File: src/rtl/kpn_arith_node.sv
// ---------------------------------------------------------------------------
// kpn_arith_node
// Two-input arithmetic node for the KPN pipeline between the keypad/entry
// processes and the LCD display process. Each input channel has its own
// FIFO. When both FIFOs hold a token, the node pops one token from each and
// computes op1+op2 or op1-op2. It then offers the result on a valid/ready
// output channel.
//
// Parameters
//   WIDTH      operand/result width
//   FIFO_DEPTH entries per input FIFO (power of two, >= 2)
//   SATURATE   1 = clamp add overflow to all-ones and sub underflow to zero,
//              0 = wrap modulo 2^WIDTH
//
// Ports
//   clk, reset           single clock, synchronous active-high reset
//   in1_data/valid/ready channel 1 (first operand) push interface
//   in2_data/valid/ready channel 2 (second operand) push interface
//   mode                 0 = add, 1 = subtract, sampled when operands pop
//   out_data/valid/ready result channel
//   out_carry            carry (add) or borrow (sub) of the held result
//   show_result          one-cycle LCD refresh strobe, high while computing
//   result_count         completed output handshakes, wraps at 2^16
// ---------------------------------------------------------------------------
module kpn_arith_node #(
    parameter int WIDTH      = 16,
    parameter int FIFO_DEPTH = 4,
    parameter bit SATURATE   = 1'b0
) (
    input  logic             clk,
    input  logic             reset,
    input  logic [WIDTH-1:0] in1_data,
    input  logic             in1_valid,
    output logic             in1_ready,
    input  logic [WIDTH-1:0] in2_data,
    input  logic             in2_valid,
    output logic             in2_ready,
    input  logic             mode,
    output logic [WIDTH-1:0] out_data,
    output logic             out_valid,
    input  logic             out_ready,
    output logic             out_carry,
    output logic             show_result,
    output logic [15:0]      result_count
);

    localparam int PTR_W = $clog2(FIFO_DEPTH);
    localparam int CNT_W = $clog2(FIFO_DEPTH + 1);
    localparam logic [CNT_W-1:0] FULL_CNT = CNT_W'(FIFO_DEPTH);

    typedef enum logic [1:0] {
        ST_WAIT,
        ST_COMPUTE,
        ST_HOLD
    } state_t;

    state_t r_state;
    state_t w_nextState;

    logic [WIDTH-1:0] r_mem   [2][FIFO_DEPTH];
    logic [PTR_W-1:0] r_wrPtr [2];
    logic [PTR_W-1:0] r_rdPtr [2];
    logic [CNT_W-1:0] r_count [2];

    logic [WIDTH-1:0] w_inData  [2];
    logic             w_inValid [2];
    logic             w_push    [2];
    logic             w_full    [2];
    logic             w_empty   [2];
    logic             w_pop;
    logic             w_bothReady;

    logic [WIDTH-1:0] r_op1;
    logic [WIDTH-1:0] r_op2;
    logic             r_mode;
    logic [WIDTH-1:0] r_outData;
    logic             r_outCarry;
    logic             r_outValid;
    logic [15:0]      r_resultCount;

    logic [WIDTH:0]   w_sum;
    logic [WIDTH:0]   w_diff;
    logic             w_rawCarry;
    logic [WIDTH-1:0] w_result;

    // Channel arrays let both FIFOs share one description.
    always_comb begin
        w_inData[0]  = in1_data;
        w_inData[1]  = in2_data;
        w_inValid[0] = in1_valid;
        w_inValid[1] = in2_valid;
        for (int ch = 0; ch < 2; ch++) begin
            w_full[ch]  = (r_count[ch] == FULL_CNT);
            w_empty[ch] = (r_count[ch] == '0);
            w_push[ch]  = w_inValid[ch] && !w_full[ch];
        end
        w_bothReady = !w_empty[0] && !w_empty[1];
    end

    assign in1_ready = !w_full[0];
    assign in2_ready = !w_full[1];

    // Token storage. It has no reset because the pointers and counts
    // define which entries are live.
    always_ff @(posedge clk) begin
        for (int ch = 0; ch < 2; ch++) begin
            if (!reset && w_push[ch]) begin
                r_mem[ch][r_wrPtr[ch]] <= w_inData[ch];
            end
        end
    end

    // FIFO bookkeeping. The pointers wrap naturally because the depth is a
    // power of two. A push and a pop on the same edge leave the count unchanged.
    always_ff @(posedge clk) begin
        if (reset) begin
            for (int ch = 0; ch < 2; ch++) begin
                r_wrPtr[ch] <= '0;
                r_rdPtr[ch] <= '0;
                r_count[ch] <= '0;
            end
        end else begin
            for (int ch = 0; ch < 2; ch++) begin
                if (w_push[ch]) begin
                    r_wrPtr[ch] <= r_wrPtr[ch] + 1'b1;
                end
                if (w_pop) begin
                    r_rdPtr[ch] <= r_rdPtr[ch] + 1'b1;
                end
                if (w_push[ch] && !w_pop) begin
                    r_count[ch] <= r_count[ch] + 1'b1;
                end else if (!w_push[ch] && w_pop) begin
                    r_count[ch] <= r_count[ch] - 1'b1;
                end
            end
        end
    end

    always_ff @(posedge clk) begin
        if (reset) begin
            r_state <= ST_WAIT;
        end else begin
            r_state <= w_nextState;
        end
    end

    // The node pops in WAIT. It can also pop in HOLD on the handshake edge,
    // so back-to-back results are produced every two cycles.
    always_comb begin
        w_nextState = r_state;
        w_pop       = 1'b0;
        case (r_state)
            ST_WAIT: begin
                if (w_bothReady) begin
                    w_pop       = 1'b1;
                    w_nextState = ST_COMPUTE;
                end
            end
            ST_COMPUTE: begin
                w_nextState = ST_HOLD;
            end
            ST_HOLD: begin
                if (out_ready) begin
                    if (w_bothReady) begin
                        w_pop       = 1'b1;
                        w_nextState = ST_COMPUTE;
                    end else begin
                        w_nextState = ST_WAIT;
                    end
                end
            end
            default: begin
                w_nextState = ST_WAIT;
            end
        endcase
    end

    // The extra MSB of the WIDTH+1-bit add or subtract is the carry or the
    // borrow. The saturation clamp changes only the data; out_carry keeps the
    // raw flag.
    always_comb begin
        w_sum      = {1'b0, r_op1} + {1'b0, r_op2};
        w_diff     = {1'b0, r_op1} - {1'b0, r_op2};
        w_rawCarry = r_mode ? w_diff[WIDTH] : w_sum[WIDTH];
        w_result   = r_mode ? w_diff[WIDTH-1:0] : w_sum[WIDTH-1:0];
        if (SATURATE && w_rawCarry) begin
            w_result = r_mode ? '0 : '1;
        end
    end

    // Operand latch, result register and handshake counter.
    always_ff @(posedge clk) begin
        if (reset) begin
            r_op1         <= '0;
            r_op2         <= '0;
            r_mode        <= 1'b0;
            r_outData     <= '0;
            r_outCarry    <= 1'b0;
            r_outValid    <= 1'b0;
            r_resultCount <= '0;
        end else begin
            if (w_pop) begin
                r_op1  <= r_mem[0][r_rdPtr[0]];
                r_op2  <= r_mem[1][r_rdPtr[1]];
                r_mode <= mode;
            end
            if (r_state == ST_COMPUTE) begin
                r_outData  <= w_result;
                r_outCarry <= w_rawCarry;
                r_outValid <= 1'b1;
            end else if (r_state == ST_HOLD && out_ready) begin
                r_outValid    <= 1'b0;
                r_resultCount <= r_resultCount + 16'd1;
            end
        end
    end

    assign out_data     = r_outData;
    assign out_carry    = r_outCarry;
    assign out_valid    = r_outValid;
    assign result_count = r_resultCount;
    assign show_result  = (r_state == ST_COMPUTE);

endmodule
File: config.mk
export PLATFORM = sky130hd
export DESIGN_NAME = kpn_arith_node
export DESIGN_NICKNAME = d
export VERILOG_FILES = /design/src/rtl/kpn_arith_node.sv
export SDC_FILE = /design/constraint.sdc
export NUM_CORES = 1
export LEC_CHECK = 0
export ABC_AREA = 1
export ABC_CLOCK_PERIOD_IN_PS = 5400
export CAP_MARGIN = 20
export CORE_MARGIN = 2
export CORE_UTILIZATION = 35
export CTS_BUF_LIST = sky130_fd_sc_hd__clkbuf_8
export CTS_CLUSTER_SIZE = 14
export DETAILED_ROUTE_END_ITERATION = 16
export GPL_TIMING_DRIVEN = 0
export SETUP_SLACK_MARGIN = 0.15
export SYNTH_ARGS = -nofsm -noshare
export SYNTH_HDL_FRONTEND = slang
export SYNTH_SLANG_ARGS = --single-unit
File: constraint.sdc
create_clock -name clk -period 5.4 [get_ports clk]
set_input_delay 0.81 -clock clk [delete_from_list [all_inputs] [get_ports clk]]
set_output_delay 0.81 -clock clk [all_outputs]
set_load 0.01 [all_outputs]
# Word level (Yosys, flattened, before mapping)

Memory sizes are Yosys's and may differ from the RTL's.
Index checks and enable logic that the tools add are counted.

Reductions and logical operators: 26
Bitwise logic cells: 13
Equal/unequal tests: 6
Add/subtract/negate cells: 11
Magnitude comparators: 6
Muxes and demuxes: 58

Operators with widths:

| kind                                                                 | count |
|---|---|
| 64-bit two-way mux                                                   | 2 |
| 16-bit two-way mux                                                   | 7 |
| 16-bit binary-select mux with 2-bit select                           | 2 |
| 16-bit demux with 2-bit select                                       | 2 |
| 1-bit two-way mux                                                    | 33 |
| 16-bit by 16-bit adder with 17-bit output                            | 1 |
| 16-bit by 16-bit subtractor with 17-bit output                       | 1 |
| 16-bit by 1-bit adder with 16-bit output, second input constant      | 1 |
| 3-bit greater-or-equal comparator, second input constant             | 4 |
| 1-bit logical AND                                                    | 12 |
| 2-bit two-way mux                                                    | 6 |
| 3-bit two-way mux                                                    | 4 |
| 2-bit inverter with 3-bit output                                     | 4 |
| 2-bit by 1-bit adder with 2-bit output, second input constant        | 4 |
| 1-bit logical NOT                                                    | 8 |
| 1-bit bitwise OR                                                     | 8 |
| 3-bit by 1-bit adder with 3-bit output, second input constant        | 2 |
| 3-bit equality test, second input constant                           | 2 |
| 3-bit logical NOT                                                    | 2 |
| 3-bit by 1-bit < comparator with 1-bit output, second input constant | 2 |
| 2-bit case mux with 3 select lines                                   | 1 |
| 3-bit by 1-bit subtractor with 3-bit output, second input constant   | 2 |
| 2-bit != test, second input constant                                 | 2 |
| 2-bit AND reduction                                                  | 2 |
| other kinds (6)                                                      | 6 |

Word-level logic and storage cells: 132
Flip-flop bits (word level): 69
Bits of input ports: 38
Memory bits (writable): 142
Memories kept: 4

Memories:

| memory  | words | bits a word | rd ports | clocked after Yosys merged registers in | wr ports | line | text |
|---|---|---|---|---|---|---|---|
| r_mem   | 2     | 64          | 2        | 0                                       | 2        | 60   | `logic [WIDTH-1:0] r_mem [2][FIFO_DEPTH];` |
| r_count | 2     | 3           | 2        | 0                                       | 2        | 63   | `logic [CNT_W-1:0] r_count [2];` |
| r_rdPtr | 2     | 2           | 2        | 0                                       | 2        | 62   | `logic [PTR_W-1:0] r_rdPtr [2];` |
| r_wrPtr | 2     | 2           | 2        | 0                                       | 2        | 61   | `logic [PTR_W-1:0] r_wrPtr [2];` |

# Logic depth before layout (Yosys ltp)

An unclocked memory read counts as a cell.

Depth after elaboration: 14
Gate-level depth with buffers: 16
Depth with buffers taken out: 15

# Least setup slack after synthesis

No wires, ideal clock.

Path type: input-to-reg
Start: input reset
End: memory r_mem[0][0] in the netlist's numbering, enable pin
Arrival time: 2081 ps
Slack: 2930 ps
Stages on the path: 5
Buffers on the path: 2
Library setup time: 389 ps
Data required time: 5011 ps
Path through: buf_2 inv_2 buf_2 nand2_1 nor2_1

RTL lines:

| what               | line | text |
|---|---|---|
| start: declaration | 31   | `input logic reset,` |
| end: declaration   | 60   |  |

# Worst setup path in the final report

Start: register r_state[0]
End: output show_result

Cells in the longest elaborated chain, start to end: 1

Ends and longest elaborated chain:

| what                                           | line | text |
|---|---|---|
| start: declaration                             | 57   | `state_t r_state;` |
| start signal: assignment                       | 143  | `r_state <= w_nextState;` |
| 2-bit by 1-bit equality test with 1-bit output | 222  | `assign show_result = (r_state == ST_COMPUTE);` |
| end: declaration                               | 43   | `output logic show_result,` |

Every way passes these cells.

==> metrics.csv <==
stage,metric,value,unit
synth,syn-cell-area,10240,sq um
floorplanning,dieArea,30630,sq um
clock_tree,cts_setup_buffers,0,
grt,grt_pass1_wl,40360,um
synth,synth-main-ff-cell,edfxtp_1,
finish,nNetsFinal,1349,
synth,yosysWarnings,0,
detailed_routing,drc,0,
placement,dp_hpwl,18060,um
clock_tree,root_buffer,clkbuf_8,
synth,syn_inst,1148,
grt,antenna_found_initial,0,
grt,top_usage_layer,met2,
clock_tree,path_clk_slew,0.05,ns
power,ir_drop,0.0002153,V
setup_path,cp_max_fo,10,
clock_tree,cts_buffers,38,
finish,fin_area,12200,sq um
synth,yosys.area.top_type_share,41.66,%
synth,synth_top_family_by_area,simple AND/OR/NAND/NOR gates,
detailed_routing,viasPerCell,4.704,
synth,yosys-top-cells-count,"244 x nand2_1, 147 x nor2_1, 142 x edfxtp_1",
power,leakage,5.066,nW
synth,synthSimpleGateAreaFrac,20.90,%
synth,synth_top_area_cell,edfxtp_1,
synth,synth-edff-count,142,
clock_tree,clk_path_buf_depth,3,
clock_tree,htree_levels,2,
floorplanning,ioPinCount,75,
synth,synthXorXnorAreaFrac,0.6845,%
grt,use_met1,22.82,%
grt,grtUsageTotal,16.52,%
finish,fillers,2824,
synth,synthAdderAreaFrac,5.965,%
floorplanning,coreArea,28780,sq um
clock_tree,insertion_delay,0.55,ns
detailed_routing,ant_nets,0,
timing,fmax,315.0,MHz
clock_tree,cts_resized,0,
floorplanning,rows,62,
detailed_routing,drt_iter0_drc,594,
timing,worst_slew_pin_slew,0.9319,ns
finish,layout-drive-gt1-share,8.359,%
timing,min_period,3.174,ns
synth,synth.most_common_cell,nand2_1,
timing,finClkSkew,0.04667,ns
synth,synth_compound_area_share,9.901,%
timing,slew_viol_final,0,
floorplanning,initial_core_util,35.57,%
setup_path,cp-start-kind,flop,
detailed_routing,drtPass1Iterations,5,
placement,numPortBuffers,73,
grt,grt_pass1_vias,7791,
clock_tree,cts_tree,done,
setup_path,arrival,2.36,ns
timing,slew_headroom,37.81,%
grt,grt_remaining_overflow,0,
finish,diodes,0,
clock_tree,clock-sinks,211,
finish,utilization,42.38,%
synth,synth_area_leaders,"edfxtp_1 42%, dfxtp_1 13%, nand2_1 8.9%",
detailed_routing,wire_per_inst,14.80,um
finish,syn_to_final_growth,19.15,%
timing,rsz0062_at_grt,false,
detailed_routing,wirelength,24810,um
synth,muxShareOfSynthArea,0,%
power,power_density,557.2,nW/um^2
timing,hold_viol_final,0,
setup_path,cp-end-kind,primary output,
synth,async_flop_share,0,%
timing,hold_ws,0.4684,ns
synth,ys_ff_latch,211,
placement,finalWeightedCongestion,0.8873,
run,maxCapViolations,0,
grt,met2_usage,26.68,%
floorplanning,fp.dieW,175.0,um
timing,setup_tns,0,ns
placement,placed_area,11500,sq um
grt,use_met3,2.916,%
detailed_routing,vias,7884,
synth,ys_seq_area_share,55.15,%
synth,ys_types,41,
timing,fin_crit_sh,58.78,%
grt,grt_max_degree,17,
power,p_total,6.796,mW
setup_path,required,4.59,ns
clock_tree,ctsHoldBuffers,0,
run_status,outcome,"finished, final reports clean",
setup_path,critPathKind,reg -> out,
synth,syn_area_per_cell,8.916,sq um
timing,setup_viol,0,
floorplanning,die_y,175.0,um
synth,syn_nets,1233,
min_path,hp-class,reg -> reg,
[state kept, by name, indices dropped and copies added (netlist names), 4 cells and up]
| register | cells |
|---|---|
| r_mem | 128 |
| out_data | 16 |
| r_op1 | 16 |
| r_op2 | 16 |
| result_count | 16 |
| r_count | 6 |
| r_rdPtr | 4 |
| r_wrPtr | 4 |
[area by class of cell]
type,count,area (sq um),area share (%)
flip-flops and latches,211,5645,46.29
multi-input cells,742,3854,31.60
repair buffers,76,768.2,6.299
inverters,153,578.1,4.739
clock buffers,40,550.5,4.514
well taps,384,480.5,3.939
plain buffers,42,178.9,1.467
clock inverters,28,141.4,1.159
[cell families after synthesis]
family | count (synthesis)
simple gates | 498
flops | 211
compound gates | 189
buf+inv | 195
xor+xnor | 8
fa+ha+maj | 47
[power by group]
part           total, mW  internal (mW)  switching [mW]
combinational       3.15           1.04            2.10
sequential          2.27           2.06           0.208
clock               1.38          0.732           0.644
[critical path, cell delays in order (launching register included)]
cell,delay (ns)
dfxtp_1,0.34
inv_1,0.08
nor2_1,0.24
clkbuf_1,0.51
clkdlybuf4s50_1,0.67
[placed cells by master, fill, tap and decap left out, types with 4 or more instances in the layout]
master and instances:
ha_1 44, a21oi_1 36, nor2_4 4, nand2_4 4
and2_1 4, dfxtp_1 69, o22ai_1 32, nor2_2 10
inv_1 153, nand3_1 62, clkdlybuf4s50_1 73, buf_2 14
nand2_1 244, edfxtp_1 142, o21ai_0 82, buf_1 6
clkbuf_8 40, nand4_1 8, nor3_1 8, clkinv_1 6
o21ai_1 28, clkinv_2 6, xor2_1 7, inv_2 13
nor2_1 139, clkbuf_1 21
[worst paths after layout]
kind                         to           from  cells after the start  slack (ns)
setup reg to reg  r_count[0][2]  r_count[1][0]                     13        3.05
hold / removal       r_state[1]     r_state[0]                      1        0.47
setup / recovery    show_result     r_state[0]                      4        2.23
hold reg to reg      r_state[1]     r_state[0]                      1        0.47
[stage by stage]
stage | worst slack [ns] | instances
global placement | 2.106 | 1605
detailed placement | 2.204 | 1608
floorplan | 2.930 | 1148
global route | 2.094 | 1676
CTS | 2.176 | 1676
finish | 2.226 | 1676
[per-layer routing]
layer | vias up | wire length, um | part of all wire, %
met4 | 0 | 426 | 1.7
met3 | 39 | 1240 | 5.0
met5 | - | 0 | 0
met2 | 210 | 11250 | 45
li1 | 4037 | - | -
met1 | 3598 | 11890 | 48
(Power assumes the default switching activity.)
